<file path="src/rtl/operand_collector_pkg.sv">
// Shared ISA encodings and the per-opcode operand/source-use decode for the operand collector.
package operand_collector_pkg;

  localparam logic [5:0] OPC_SPECIAL = 6'h00;
  localparam logic [5:0] OPC_REGIMM  = 6'h01;
  localparam logic [5:0] OPC_J       = 6'h02;
  localparam logic [5:0] OPC_JAL     = 6'h03;
  localparam logic [5:0] OPC_BEQ     = 6'h04;
  localparam logic [5:0] OPC_BNE     = 6'h05;
  localparam logic [5:0] OPC_BLEZ    = 6'h06;
  localparam logic [5:0] OPC_BGTZ    = 6'h07;
  localparam logic [5:0] OPC_ADDI    = 6'h08;
  localparam logic [5:0] OPC_ADDIU   = 6'h09;
  localparam logic [5:0] OPC_SLTI    = 6'h0a;
  localparam logic [5:0] OPC_SLTIU   = 6'h0b;
  localparam logic [5:0] OPC_ANDI    = 6'h0c;
  localparam logic [5:0] OPC_ORI     = 6'h0d;
  localparam logic [5:0] OPC_XORI    = 6'h0e;
  localparam logic [5:0] OPC_LUI     = 6'h0f;
  localparam logic [5:0] OPC_LB      = 6'h20;
  localparam logic [5:0] OPC_LH      = 6'h21;
  localparam logic [5:0] OPC_LWL     = 6'h22;
  localparam logic [5:0] OPC_LW      = 6'h23;
  localparam logic [5:0] OPC_LBU     = 6'h24;
  localparam logic [5:0] OPC_LHU     = 6'h25;
  localparam logic [5:0] OPC_LWR     = 6'h26;
  localparam logic [5:0] OPC_SB      = 6'h28;
  localparam logic [5:0] OPC_SH      = 6'h29;
  localparam logic [5:0] OPC_SWL     = 6'h2a;
  localparam logic [5:0] OPC_SW      = 6'h2b;
  localparam logic [5:0] OPC_SWR     = 6'h2e;

  localparam logic [5:0] FUN_SLL = 6'h00;
  localparam logic [5:0] FUN_SRL = 6'h02;
  localparam logic [5:0] FUN_SRA = 6'h03;

  typedef enum logic [1:0] {OPA_RS, OPA_SHAMT, OPA_ZERO} opa_sel_e;
  typedef enum logic [1:0] {OPB_ZERO, OPB_RT, OPB_SIMM, OPB_ZIMM} opb_sel_e;

  typedef struct packed {
    logic     uses_rs;
    logic     uses_rt;
    opa_sel_e opa_sel;
    opb_sel_e opb_sel;
  } dec_t;

  function automatic dec_t decode(input logic [31:0] instr);
    dec_t       d;
    logic [5:0] opc;
    logic [5:0] fun;
    logic       is_shift;
    opc      = instr[31:26];
    fun      = instr[5:0];
    is_shift = (opc == OPC_SPECIAL) && (fun inside {FUN_SLL, FUN_SRL, FUN_SRA});
    d.uses_rs = !((opc inside {OPC_J, OPC_JAL, OPC_LUI}) || is_shift);
    d.uses_rt = opc inside {OPC_SPECIAL, OPC_BEQ, OPC_BNE, OPC_SB, OPC_SH, OPC_SW};
    if (is_shift)                         d.opa_sel = OPA_SHAMT;
    else if (opc inside {OPC_J, OPC_JAL}) d.opa_sel = OPA_ZERO;
    else                                  d.opa_sel = OPA_RS;
    case (opc)
      OPC_SPECIAL, OPC_BEQ, OPC_BNE:                      d.opb_sel = OPB_RT;
      OPC_ADDI, OPC_ADDIU, OPC_SLTI, OPC_SLTIU,
      OPC_LB, OPC_LH, OPC_LWL, OPC_LW, OPC_LBU, OPC_LHU, OPC_LWR,
      OPC_SB, OPC_SH, OPC_SWL, OPC_SW, OPC_SWR:           d.opb_sel = OPB_SIMM;
      OPC_ANDI, OPC_ORI, OPC_XORI, OPC_LUI:               d.opb_sel = OPB_ZIMM;
      default:                                            d.opb_sel = OPB_ZERO;
    endcase
    return d;
  endfunction

endpackage

</file>
<file path="src/rtl/operand_collector_fwd_resolve.sv">
// Resolves one source register against the bypass channels; the youngest matching channel wins.
module operand_collector_fwd_resolve #(
  parameter int WIDTH    = 32,
  parameter int NUM_FWD  = 3,
  parameter int REG_BITS = 5
) (
  input  logic [REG_BITS-1:0]         src_i,
  input  logic [WIDTH-1:0]            rf_data_i,
  input  logic [NUM_FWD-1:0]          fwd_valid_i,
  input  logic [NUM_FWD*REG_BITS-1:0] fwd_reg_i,
  input  logic [NUM_FWD-1:0]          fwd_avail_i,
  input  logic [NUM_FWD*WIDTH-1:0]    fwd_data_i,
  output logic [WIDTH-1:0]            data_o,
  output logic                        hazard_o
);

  logic hit;

  // Once a channel hits, older channels are ignored, so an older ready copy cannot hide a pending load.
  always_comb begin
    data_o   = rf_data_i;
    hazard_o = 1'b0;
    hit      = 1'b0;
    for (int i = 0; i < NUM_FWD; i++) begin
      if (!hit && fwd_valid_i[i] && (src_i != '0) &&
          (fwd_reg_i[i*REG_BITS +: REG_BITS] == src_i)) begin
        hit      = 1'b1;
        data_o   = fwd_data_i[i*WIDTH +: WIDTH];
        hazard_o = !fwd_avail_i[i];
      end
    end
  end

endmodule

</file>
<file path="src/rtl/operand_collector.sv">
// ID/EX operand stage: bypass resolution, load-use stall detection and a valid/ready pipeline slot.
module operand_collector
  import operand_collector_pkg::*;
#(
  parameter int WIDTH    = 32,
  parameter int NUM_FWD  = 3,
  parameter int REG_BITS = 5,
  parameter int CNT_BITS = 16
) (
  input  logic                        clk,
  input  logic                        reset,
  input  logic                        flush,
  input  logic                        in_valid,
  output logic                        in_ready,
  input  logic [31:0]                 instruction,
  input  logic [WIDTH-1:0]            rsData,
  input  logic [WIDTH-1:0]            rtData,
  input  logic [WIDTH-1:0]            extendedImm,
  input  logic [NUM_FWD-1:0]          fwd_valid,
  input  logic [NUM_FWD*REG_BITS-1:0] fwd_reg,
  input  logic [NUM_FWD-1:0]          fwd_avail,
  input  logic [NUM_FWD*WIDTH-1:0]    fwd_data,
  output logic                        out_valid,
  input  logic                        out_ready,
  output logic [31:0]                 out_instruction,
  output logic [WIDTH-1:0]            opA,
  output logic [WIDTH-1:0]            opB,
  output logic [WIDTH-1:0]            writeToMemData,
  output logic [CNT_BITS-1:0]         stall_count
);

  dec_t             dec;
  logic [WIDTH-1:0] rs_res, rt_res;
  logic             rs_haz, rt_haz, hazard, capture;
  logic [WIDTH-1:0] opa_new, opb_new;

  logic                valid_q, valid_d;
  logic [31:0]         instr_q, instr_d;
  logic [WIDTH-1:0]    opa_q, opa_d, opb_q, opb_d, wmd_q, wmd_d;
  logic [CNT_BITS-1:0] stall_q, stall_d;

  assign dec = decode(instruction);

  operand_collector_fwd_resolve #(.WIDTH(WIDTH), .NUM_FWD(NUM_FWD), .REG_BITS(REG_BITS)) u_rs (
    .src_i(REG_BITS'(instruction[25:21])), .rf_data_i(rsData),
    .fwd_valid_i(fwd_valid), .fwd_reg_i(fwd_reg), .fwd_avail_i(fwd_avail), .fwd_data_i(fwd_data),
    .data_o(rs_res), .hazard_o(rs_haz)
  );

  operand_collector_fwd_resolve #(.WIDTH(WIDTH), .NUM_FWD(NUM_FWD), .REG_BITS(REG_BITS)) u_rt (
    .src_i(REG_BITS'(instruction[20:16])), .rf_data_i(rtData),
    .fwd_valid_i(fwd_valid), .fwd_reg_i(fwd_reg), .fwd_avail_i(fwd_avail), .fwd_data_i(fwd_data),
    .data_o(rt_res), .hazard_o(rt_haz)
  );

  // Only sources the opcode actually reads can stall it.
  assign hazard   = (dec.uses_rs && rs_haz) || (dec.uses_rt && rt_haz);
  assign in_ready = !hazard && (!valid_q || out_ready);
  assign capture  = in_valid && in_ready && !flush;

  always_comb begin
    opa_new = rs_res;
    case (dec.opa_sel)
      OPA_SHAMT: opa_new = WIDTH'(instruction[10:6]);
      OPA_ZERO:  opa_new = '0;
      default:   opa_new = rs_res;
    endcase
    opb_new = '0;
    case (dec.opb_sel)
      OPB_RT:   opb_new = rt_res;
      OPB_SIMM: opb_new = extendedImm;
      OPB_ZIMM: opb_new = WIDTH'(extendedImm[15:0]);
      default:  opb_new = '0;
    endcase
  end

  always_comb begin
    valid_d = valid_q;
    instr_d = instr_q;
    opa_d   = opa_q;
    opb_d   = opb_q;
    wmd_d   = wmd_q;
    stall_d = stall_q;
    if (flush)          valid_d = 1'b0;
    else if (capture)   valid_d = 1'b1;
    else if (out_ready) valid_d = 1'b0;
    if (capture) begin
      instr_d = instruction;
      opa_d   = opa_new;
      opb_d   = opb_new;
      wmd_d   = rt_res;
    end
    if (in_valid && hazard && !flush && (stall_q != '1))
      stall_d = stall_q + CNT_BITS'(1);
  end

  always_ff @(posedge clk) begin
    if (reset) begin
      valid_q <= 1'b0;
      instr_q <= '0;
      opa_q   <= '0;
      opb_q   <= '0;
      wmd_q   <= '0;
      stall_q <= '0;
    end else begin
      valid_q <= valid_d;
      instr_q <= instr_d;
      opa_q   <= opa_d;
      opb_q   <= opb_d;
      wmd_q   <= wmd_d;
      stall_q <= stall_d;
    end
  end

  assign out_valid       = valid_q;
  assign out_instruction = instr_q;
  assign opA             = opa_q;
  assign opB             = opb_q;
  assign writeToMemData  = wmd_q;
  assign stall_count     = stall_q;

endmodule

</file>
<file path="config.mk">
export PLATFORM = sky130hd
export DESIGN_NAME = operand_collector
export DESIGN_NICKNAME = d
export VERILOG_FILES = /design/src/rtl/operand_collector_pkg.sv /design/src/rtl/operand_collector_fwd_resolve.sv /design/src/rtl/operand_collector.sv
export SDC_FILE = /design/constraint.sdc
export NUM_CORES = 1
export LEC_CHECK = 0
export ABC_CLOCK_PERIOD_IN_PS = 4200
export CAP_MARGIN = 30
export CORE_AREA = 2 2 154 156
export CTS_CLUSTER_DIAMETER = 40
export DETAILED_ROUTE_END_ITERATION = 16
export DIE_AREA = 0 0 156 158
export PLACE_DENSITY_LB_ADDON = 0.15
export SETUP_SLACK_MARGIN = 0.05
export SYNTH_ARGS = -nofsm -noshare
export SYNTH_HDL_FRONTEND = slang
export SYNTH_HIERARCHICAL = 1
export SYNTH_SLANG_ARGS = --single-unit
</file>
<file path="constraint.sdc">
create_clock -name clk -period 4.2 [get_ports clk]
set_input_delay 0.63 -clock clk [delete_from_list [all_inputs] [get_ports clk]]
set_output_delay 0.63 -clock clk [all_outputs]
set_load 0.01 [all_outputs]
</file>
=== After elaboration in Yosys (flattened, before gate mapping) ===
Memories as Yosys holds them, arrays and structs flattened.
Cells that the tools add are included.
W data, S select, Z words.

* Memory bits (writable): 0
* Word-level logic and storage cells: 101
* Register bits: 145
* Output and inout bits: 146
* Latch bits: 0
* Bits of input ports: 250
* Memory bits (read-only): 128
* Memories: 1

{| class="wikitable"
|+ Memories
! name !! depth !! width !! rd ports !! clocked after Yosys merged registers in !! write ports !! line !! RTL
|-
| (no name shown) || 64 || 2 || 1 || 0 || 0 || operand_collector_pkg.sv:60 || <nowiki>case (opc)</nowiki>
|}

* Eq/ne operators: 22
* Bitwise logic cells: 0
* Multipliers: 0
* Reduce and logical (&&, ||, !) cells: 49
* $lt $le $gt $ge: 0
* Multiplexer cells: 22
* Div/mod/pow operators: 0
* Add/sub/neg operators: 1
* Shift operators: 0

{| class="wikitable"
|+ Operators by type and width
! cell !! number
|-
| $mux W32 || 6
|-
| $pmux W32 S3 || 1
|-
| $pmux W32 S2 || 1
|-
| $eq A5 B5 Y1 || 6
|-
| $logic_and A1 B1 Y1 || 25
|-
| $eq A6 B2 Y1 const B || 4
|-
| $eq A6 B6 Y1 const B || 3
|-
| $add A16 B1 Y16 const B || 1
|-
| $ne A16 B16 Y1 const B || 1
|-
| $eq A6 B3 Y1 const B || 2
|-
| $logic_not A6 Y1 || 2
|-
| $mux W1 || 12
|-
| $logic_not A1 Y1 || 11
|-
| $reduce_bool A5 Y1 || 2
|-
| $eq A2 B2 Y1 const B || 3
|-
| $eq A6 B4 Y1 const B || 1
|-
| $reduce_bool A3 Y1 || 2
|-
| $reduce_bool A6 Y1 || 1
|-
| $eq A2 B1 Y1 const B || 2
|-
| $mux W2 || 2
|-
| $reduce_bool A2 Y1 || 2
|-
| $logic_or A1 B1 Y1 || 3
|-
| $reduce_or A2 Y1 || 1
|}

=== Longest topological paths before layout ===
Gate-level depths: netlist of run 1.

* Word-level depth: 21
* Mapped depth: 16
* Gate-level depth less buffers: 11

=== By module ===
Netlist of run 1, hierarchy kept.

{| class="wikitable"
|+ Modules (own cells, without submodules)
! module !! cells each !! sequential area each (µm²) !! area an instance (µm²) !! times used
|-
| operand_collector || 701 || 2,902.8 || 5,693.0 || 1
|-
| operand_collector_fwd_resolve || 144 || 0.0 || 1,381.3 || 2
|}

=== Worst setup path before layout of run 1 ===
No wires, ideal clock.

* Path type: input -> register
* From: in instruction[16]
* To: reg stall_q[8] (netlist: stall_count[8])
* Setup time: 70 ps
* Stages on the path: 13
* Slack: 345 ps
* Required time: 4,130 ps
* Path buffers: 2
* Data arrival time: 3,785 ps
* Path through: buf_2 -> xor2_1 -> nor4_1 -> o311ai_4 -> o221a_1 -> a31oi_1 -> nand3b_4 -> or4b_1 -> o41a_2 -> buf_6 -> a211o_4 -> or4_1 -> a21oi_1

* Cells in the longest elaborated chain, start to end: 19
* Elaborated cells between the ends (all ways): 24
* Those cells by class: eq/ne (3); mux (5); reduce/logical (16)

{| class="wikitable"
|+ RTL lines
! item !! line !! RTL
|-
| from (decl) || operand_collector.sv:15 || <nowiki>input logic [31:0] instruction,</nowiki>
|-
| $reduce_bool A5 Y1 || operand_collector_fwd_resolve.sv:25 || <nowiki>if (!hit && fwd_valid_i[i] && (src_i != '0) &&</nowiki>
|-
| $logic_and A1 B1 Y1 (2 in series) || operand_collector_fwd_resolve.sv:25 ||
|-
| $mux W1 || operand_collector_fwd_resolve.sv:25 ||
|-
| $logic_not A1 Y1 || operand_collector_fwd_resolve.sv:25 ||
|-
| $logic_and A1 B1 Y1 (3 in series) || operand_collector_fwd_resolve.sv:25 ||
|-
| $mux W1 || operand_collector_fwd_resolve.sv:25 ||
|-
| $logic_not A1 Y1 || operand_collector_fwd_resolve.sv:25 ||
|-
| $logic_and A1 B1 Y1 (3 in series) || operand_collector_fwd_resolve.sv:25 ||
|-
| $mux W1 * || operand_collector_fwd_resolve.sv:25 ||
|-
| named net rt_haz || operand_collector.sv:34 || <nowiki>logic rs_haz, rt_haz, hazard, capture;</nowiki>
|-
| $logic_and A1 B1 Y1 * || operand_collector.sv:57 || <nowiki>assign hazard = (dec.uses_rs && rs_haz) || (dec.uses_rt && rt_haz);</nowiki>
|-
| $logic_or A1 B1 Y1 * || operand_collector.sv:57 ||
|-
| $logic_and A1 B1 Y1 * (3 in series) || operand_collector.sv:93 || <nowiki>if (in_valid && hazard && !flush && (stall_q != '1))</nowiki>
|-
| to (signal assigned) || operand_collector.sv:111 || <nowiki>stall_q <= stall_d;</nowiki>
|-
| to (decl) || operand_collector.sv:40 || <nowiki>logic [CNT_BITS-1:0] stall_q, stall_d;</nowiki>
|}

Mark *: on every way through the listed nets, which the timed path passes. The rest lies on a longest branch.
A chain may end at the register's enable or synchronous reset.

=== Worst setup path after layout of run 1 ===
* From: in fwd_reg[11]
* To: out in_ready

* Cells in the longest elaborated chain, start to end: 7
* Elaborated cells between the ends (all ways): 11
* Those cells by class: eq/ne (2); mux (2); reduce/logical (7)

{| class="wikitable"
|+ RTL lines
! item !! line !! RTL
|-
| from (decl) || operand_collector.sv:20 || <nowiki>input logic [NUM_FWD*REG_BITS-1:0] fwd_reg,</nowiki>
|-
| $eq A5 B5 Y1 || operand_collector_fwd_resolve.sv:26 || <nowiki>(fwd_reg_i[i*REG_BITS +: REG_BITS] == src_i)) begin</nowiki>
|-
| $logic_and A1 B1 Y1 || operand_collector_fwd_resolve.sv:25 ||
|-
| $mux W1 || operand_collector_fwd_resolve.sv:25 ||
|-
| named net rt_haz || operand_collector.sv:34 ||
|-
| $logic_and A1 B1 Y1 || operand_collector.sv:57 ||
|-
| $logic_or A1 B1 Y1 || operand_collector.sv:57 ||
|-
| $logic_not A1 Y1 || operand_collector.sv:58 || <nowiki>assign in_ready = !hazard && (!valid_q || out_ready);</nowiki>
|-
| $logic_and A1 B1 Y1 || operand_collector.sv:58 ||
|-
| to (decl) || operand_collector.sv:14 || <nowiki>output logic in_ready,</nowiki>
|}

The timed path passes the listed nets, and every way through them passes these cells.

==> impl_metrics.ini, run 1 <==
[routing]
wire_per_inst_microns = 20.1
drcViolationCount = 0
wl_microns = 33900
dr.pass1.iters = 5
ant_nets = 0
vias_per_cell = 5.47
dr.first_iter.drc_count = 579
vias = 9213

[global_routing]
grt_pass1_vias = 9030
grt_start_max_net_pins = 84
grt_usage = 0.266
antenna_found_initial = 1
gr-total-overflow = 0
grt_pass1_wl_microns = 51000

[clock_tree]
clock_latency_ns = 0.43
cts_max_path_buffers = 2
cts_root_buffer = clkbuf_16
cts_tree = done
numCtsBuffers = 17
clk_transition_reported_paths_ns = 0.06
htreeDepth = 4
clock-sinks = 145

[sta]
worst_pin_slew_ns = 0.919
setup_tns_ns = 0
finalHoldViolations = 0
skew_ns = 0.00867
grt_setup_unrepaired = false
fin_crit_sh = 0.954
fmax_ghz = 0.250
setup_viol = 0
slew_viol_final = 0
min_period_ns = 4.01
slew_headroom = 0.387

[layout]
final_area_sq_um = 13400
fin_nets = 1631
fillerInstances = 2089
final_cells = 1684
drive_gt1_frac = 0.134
syn2layout_area_growth_pct = 58.4

[placement]
gp_congestion = 0.856
dp_cells = 1649
hpwl_microns = 24800
numPortBuffers = 395
placed_cell_area_sq_um = 12800

[setup_path]
critPathKind = in -> out
crit_required_ns = 3.57
end_kind = output port
arrival_ns = 3.38
start_kind = primary input
critPathMaxFanout = 2

[status]
status = finished, final reports clean

[die]
io_pins = 396
die_area_sq_um = 24600
fp.dieW_microns = 156
die_y_microns = 158
start_util = 0.367
std_cell_rows = 56
core_sq_um = 23100

[synth]
synth_area_sq_um = 8460
syn_avg_cell_area_sq_um = 8.55
async_flop_share = 0
yosys.area.top_type_share = 0.343
netlist_top_cells_count = 168 x nand2_1, 145 x dfxtp_1, 102 x a21oi_1, 64 x mux2i_1, 64 x o22ai_1
ys_ff_latch = 145
synth_cell_types = 54
synthCells = 989
synth_top_cell_by_area = dfxtp_1
syn_nets = 1240
yosysSeqAreaShare = 0.343
yosys_warnings = 6
yosys_most_used_dff = dfxtp_1
synth-edff-count = 0
yosysMostFrequentCell = nand2_1
synth.area.top_cells = dfxtp_1 34%, a22oi_2 8.6%, mux2i_1 7.6%

[pwr]
report.power.total_w = 0.00402
peakVddDrop_mv = 0.250
power.leakage_nw = 5.18
powerDensity_nw_per_um2 = 300

[flow_run]
cap_viol_max_count = 0

[hold_path]
hp-class = reg -> reg
## kinds of logic after synthesis
family	count (synthesis)	share of synthesized area
multiplexers	66	0.0784
XOR/XNOR	36	0.0373
flip-flops	145	0.343
buffers and inverters	97	0.0753
AO/OA/AOI/OAI	299	0.276
AND/OR/NAND/NOR	345	0.188
adder cells (fa/ha/maj)	1	0.00148
## sequential cells by signal, summed over array words and instances, names as in the netlist
register and flops:
opA 32, opB 32, out_instruction 32, out_valid 1, stall_count 16, writeToMemData 32
## path summary, 6_finish.rpt
kind	startpoint	end	slack, ns	cells after the start
max	fwd_reg[11]	in_ready	0.19	13
min	opA[21]	opA[21]	0.45	2
max reg2reg	stall_count[0]	stall_count[9]	1.98	6
min reg2reg	opA[21]	opA[21]	0.45	2
## cell usage in the layout, fill, tap and decap left out, types with 4 or more instances in the layout
cell,synthesis,layout
nor4_1,5,4
nand2_1,168,168
inv_6,0,4
or4_1,4,4
clkdlybuf4s50_1,0,386
o22ai_1,64,64
a22oi_1,6,6
buf_12,6,6
nor3_1,42,41
a221oi_1,37,37
dfxtp_1,145,145
or3_1,8,8
inv_1,4,4
buf_4,8,63
nand4_1,7,7
dlygate4sd2_1,0,7
a211oi_1,4,4
xnor2_1,20,20
mux2i_1,64,64
nor2_1,52,52
nor2b_1,4,4
clkbuf_16,0,17
xor2_1,16,16
a22oi_2,58,58
nand3_1,34,34
o21ai_0,7,7
a21oi_1,102,101
## power breakdown
group          leakage [nW]  switching (W)  internal [W]
sequential             1.19      0.0000363       0.00145
combinational          3.70       0.000415      0.000508
clock                 0.294       0.000649      0.000960
## cell type report
cell class / count / area (sq um) / share of cell area
flip-flops and latches: 145 / 2900 / 0.217
inverters: 4 / 15.0 / 0.00112
clock inverters: 14 / 179 / 0.0134
diodes: 1 / 2.50 / 0.000187
clock buffers: 18 / 439 / 0.0328
repair buffers: 465 / 4560 / 0.340
well taps: 290 / 363 / 0.0271
multi-input cells: 747 / 4940 / 0.369
## routing by layer
| layer | vias up | global-route usage | share of wire |
|---|---|---|---|
| met2 | 358 | 0.458 | 0.49 |
| met3 | 52 | 0.0846 | 0.080 |
| met5 | - | 0 | 0 |
| li1 | 4443 | - | - |
| met1 | 4360 | 0.313 | 0.40 |
| met4 | 0 | 0.0904 | 0.026 |
## critical path, stage by stage
cell             delay, ns
clkdlybuf4s50_1       0.45
xor2_1                0.17
nor4_2                0.28
buf_4                 0.17
o311ai_4              0.08
o221a_1               0.25
a31oi_1               0.20
buf_4                 0.17
nand3b_4              0.06
or4b_1                0.47
o41a_2                0.14
and3_1                0.18
clkbuf_2              0.13
## per-stage QoR
step | hold WS (ns) | util | setup slack (ns)
2_1_floorplan | 0.476 | - | 0.345
3_3_place_gp | 0.438 | 0.552 | -0.330
3_5_place_dp | 0.444 | 0.554 | -0.363
4_1_cts | 0.452 | 0.581 | 0.0730
5_1_grt | 0.471 | 0.581 | 0.0979
6_report | 0.449 | 0.581 | 0.193
## what timing repair did
| item | 4_1_cts | 5_1_grt |
|---|---|---|
| hold buffers | 0 | 0 |
| gates resized for setup | 10 | 1 |
| setup buffers | 2 | 0 |
| pin swaps | 3 | 1 |
| endpoints found under the hold margin | 0 | 0 |
| setup endpoints to repair | 1 | 1 |
No activity file was read; power rests on OpenSTA's default activity.
==> run 2: changes to the inputs <==
GPL_TIMING_DRIVEN = 0   (was not set)
SKIP_CTS_REPAIR_TIMING = 1   (was not set)
==> run 2 against run 1 <==
  * First-iteration DRC count shrank 10%
  * Global-route usage up 2.8 points
  * Register-to-register slack better by 0.06 ns
  * Via count up 2.6%
  * Clock power is 7% higher
  * Largest power group unchanged
  * Critical endpoint unchanged
  * Clock skew is 0.00093 ns higher
  * Fmax decreased by 2.0%
  * Sequential cell count did not move
==> impl_metrics.ini, run 2 (same netlist as run 1, synthesis figures left out) <==
[global_routing]
gr-total-overflow = 0
met2_usage = 0.499
busiest_layer = met2
use_met1 = 0.353
antenna_found_initial = 0
grt_pass1_wl_microns = 54300
grt_pass1_vias = 9081
use_met3 = 0.0928
grt_start_max_net_pins = 17
grt_usage = 0.294

[setup_path]
regToRegStartpoint = stall_count[0]
crit_required_ns = 3.57
reg2reg_depth = 8
setup.worst_path.start = fwd_reg[12]
end_kind = output port
r2r-end = stall_count[11]
critPathKind = in -> out
start_kind = primary input
arrival_ns = 3.46
reg2reg_slack_ns = 2.04
critPathMaxFanout = 10

[layout]
insertedDiodeCount = 0
final_cells = 1717
fin_nets = 1665
drive_gt1_frac = 0.136
final_cell_mix = 374 x clkdlybuf4s50_1, 168 x nand2_1, 145 x dfxtp_1
syn2layout_area_growth_pct = 61.8
layout_commonest_cell = clkdlybuf4s50_1

[clock_tree]
numCtsBuffers = 17
cts_root_buffer = clkbuf_16
htreeDepth = 4
clock-sinks = 145
clock_latency_ns = 0.43
clk_transition_reported_paths_ns = 0.06
cts_max_path_buffers = 2
cts_tree = done

[placement]
dp_cells = 1675
gp_congestion = 0.875
hpwl_microns = 29200
pre_cts_slack_ns = -1.17
numPortBuffers = 393

[routing]
dr.pass1.iters = 5
wl_microns = 37700
drcViolationCount = 0
wire_per_inst_microns = 21.9
ant_nets = 0
vias_per_cell = 5.51
vias = 9456
dr.first_iter.drc_count = 520

[sta]
slew_headroom = 0.473
setup_tns_ns = 0
skew_ns = 0.00960
hold_slack_ns = 0.452
finalHoldViolations = 0
worst_pin_slew_ns = 0.790
setup_viol = 0
min_period_ns = 4.09
fin_ws_ns = 0.113
grt_setup_unrepaired = false
fmax_ghz = 0.245
fin_crit_sh = 0.973
slew_viol_final = 0

[die]
die_y_microns = 158
std_cell_rows = 56
fp.dieW_microns = 156
core_sq_um = 23100
io_pins = 396
die_area_sq_um = 24600
start_util = 0.367

[hold_path]
hold_end = out_instruction[2]
hp-class = reg -> reg
hold_path_depth = 2
worst_hold_startpoint = out_instruction[2]

[pwr]
power.leakage_nw = 5.43
powerDensity_nw_per_um2 = 304
peakVddDrop_mv = 0.258
report.power.total_w = 0.00416

[flow_run]
cap_viol_max_count = 0

[status]
status = finished, final reports clean
==> run 2: changes by cell type in the layout (fill, tap and decap cells not counted), sizes merged, moves of 2 or more <==
| cell | before | now |
|---|---|---|
| dlygate4sd2 | 7 | 0 |
| clkdlybuf4s50 | 386 | 374 |
| clkinv | 4 | 2 |
| dlymetal6s2s | 0 | 19 |
| clkbuf | 19 | 52 |
| bufinv | 3 | 5 |
==> run 2: worst max-delay path by stage <==
stage,end,slack (ns),depth (start not counted)
2_1_floorplan,stall_count[8],0.34,13
3_3_place_gp,writeToMemData[3],-1.20,15
3_5_place_dp,out_instruction[30],-1.17,15
4_1_cts,in_ready,-1.08,12
5_1_grt,in_ready,0.03,12
6_report,in_ready,0.11,12
==> run 2: per-stage QoR <==
stage / cell area, sq um / util
after global routing: 13700 / 0.594
after global placement: 12800 / 0.553
after floorplan: 8460 / -
after detailed placement: 12800 / 0.554
final: 13700 / 0.594
after CTS: 13400 / 0.583
==> run 2: per-layer routing <==
layer | vias up | routed length, microns
met5 | - | 0
met1 | 4486 | 15100
li1 | 4518 | -
met3 | 58 | 3440
met2 | 394 | 18100
met4 | 0 | 1010
==> run 2: critical path: stages <==
cell and delay (ns):
clkdlybuf4s50_1 0.46, xor2_1 0.19, nor4_4 0.33, o311ai_4 0.17
o221a_1 0.27, a31oi_4 0.20, nand3b_4 0.08, or4b_4 0.48
o41a_4 0.14, buf_8 0.15, and3_1 0.17, dlymetal6s2s_1 0.17
==> run 2: area by class of cell <==
type                            count  area, sq um
Tap cell                          290          363
Inverter                            4         15.0
Sequential cell                   145         2900
Fill cell                        2069         9370
Buffer                             93          664
Clock inverter                     14          225
Multi-Input combinational cell    747         5000
Timing Repair Buffer              406         4070
Clock buffer                       18          439
==> run 2: report_power, final <==
| part | switching, W | leakage, nW | internal [W] |
|---|---|---|---|
| logic | 0.000444 | 3.93 | 0.000498 |
| clock network | 0.000647 | 0.320 | 0.00108 |
| registers | 0.0000382 | 1.19 | 0.00145 |
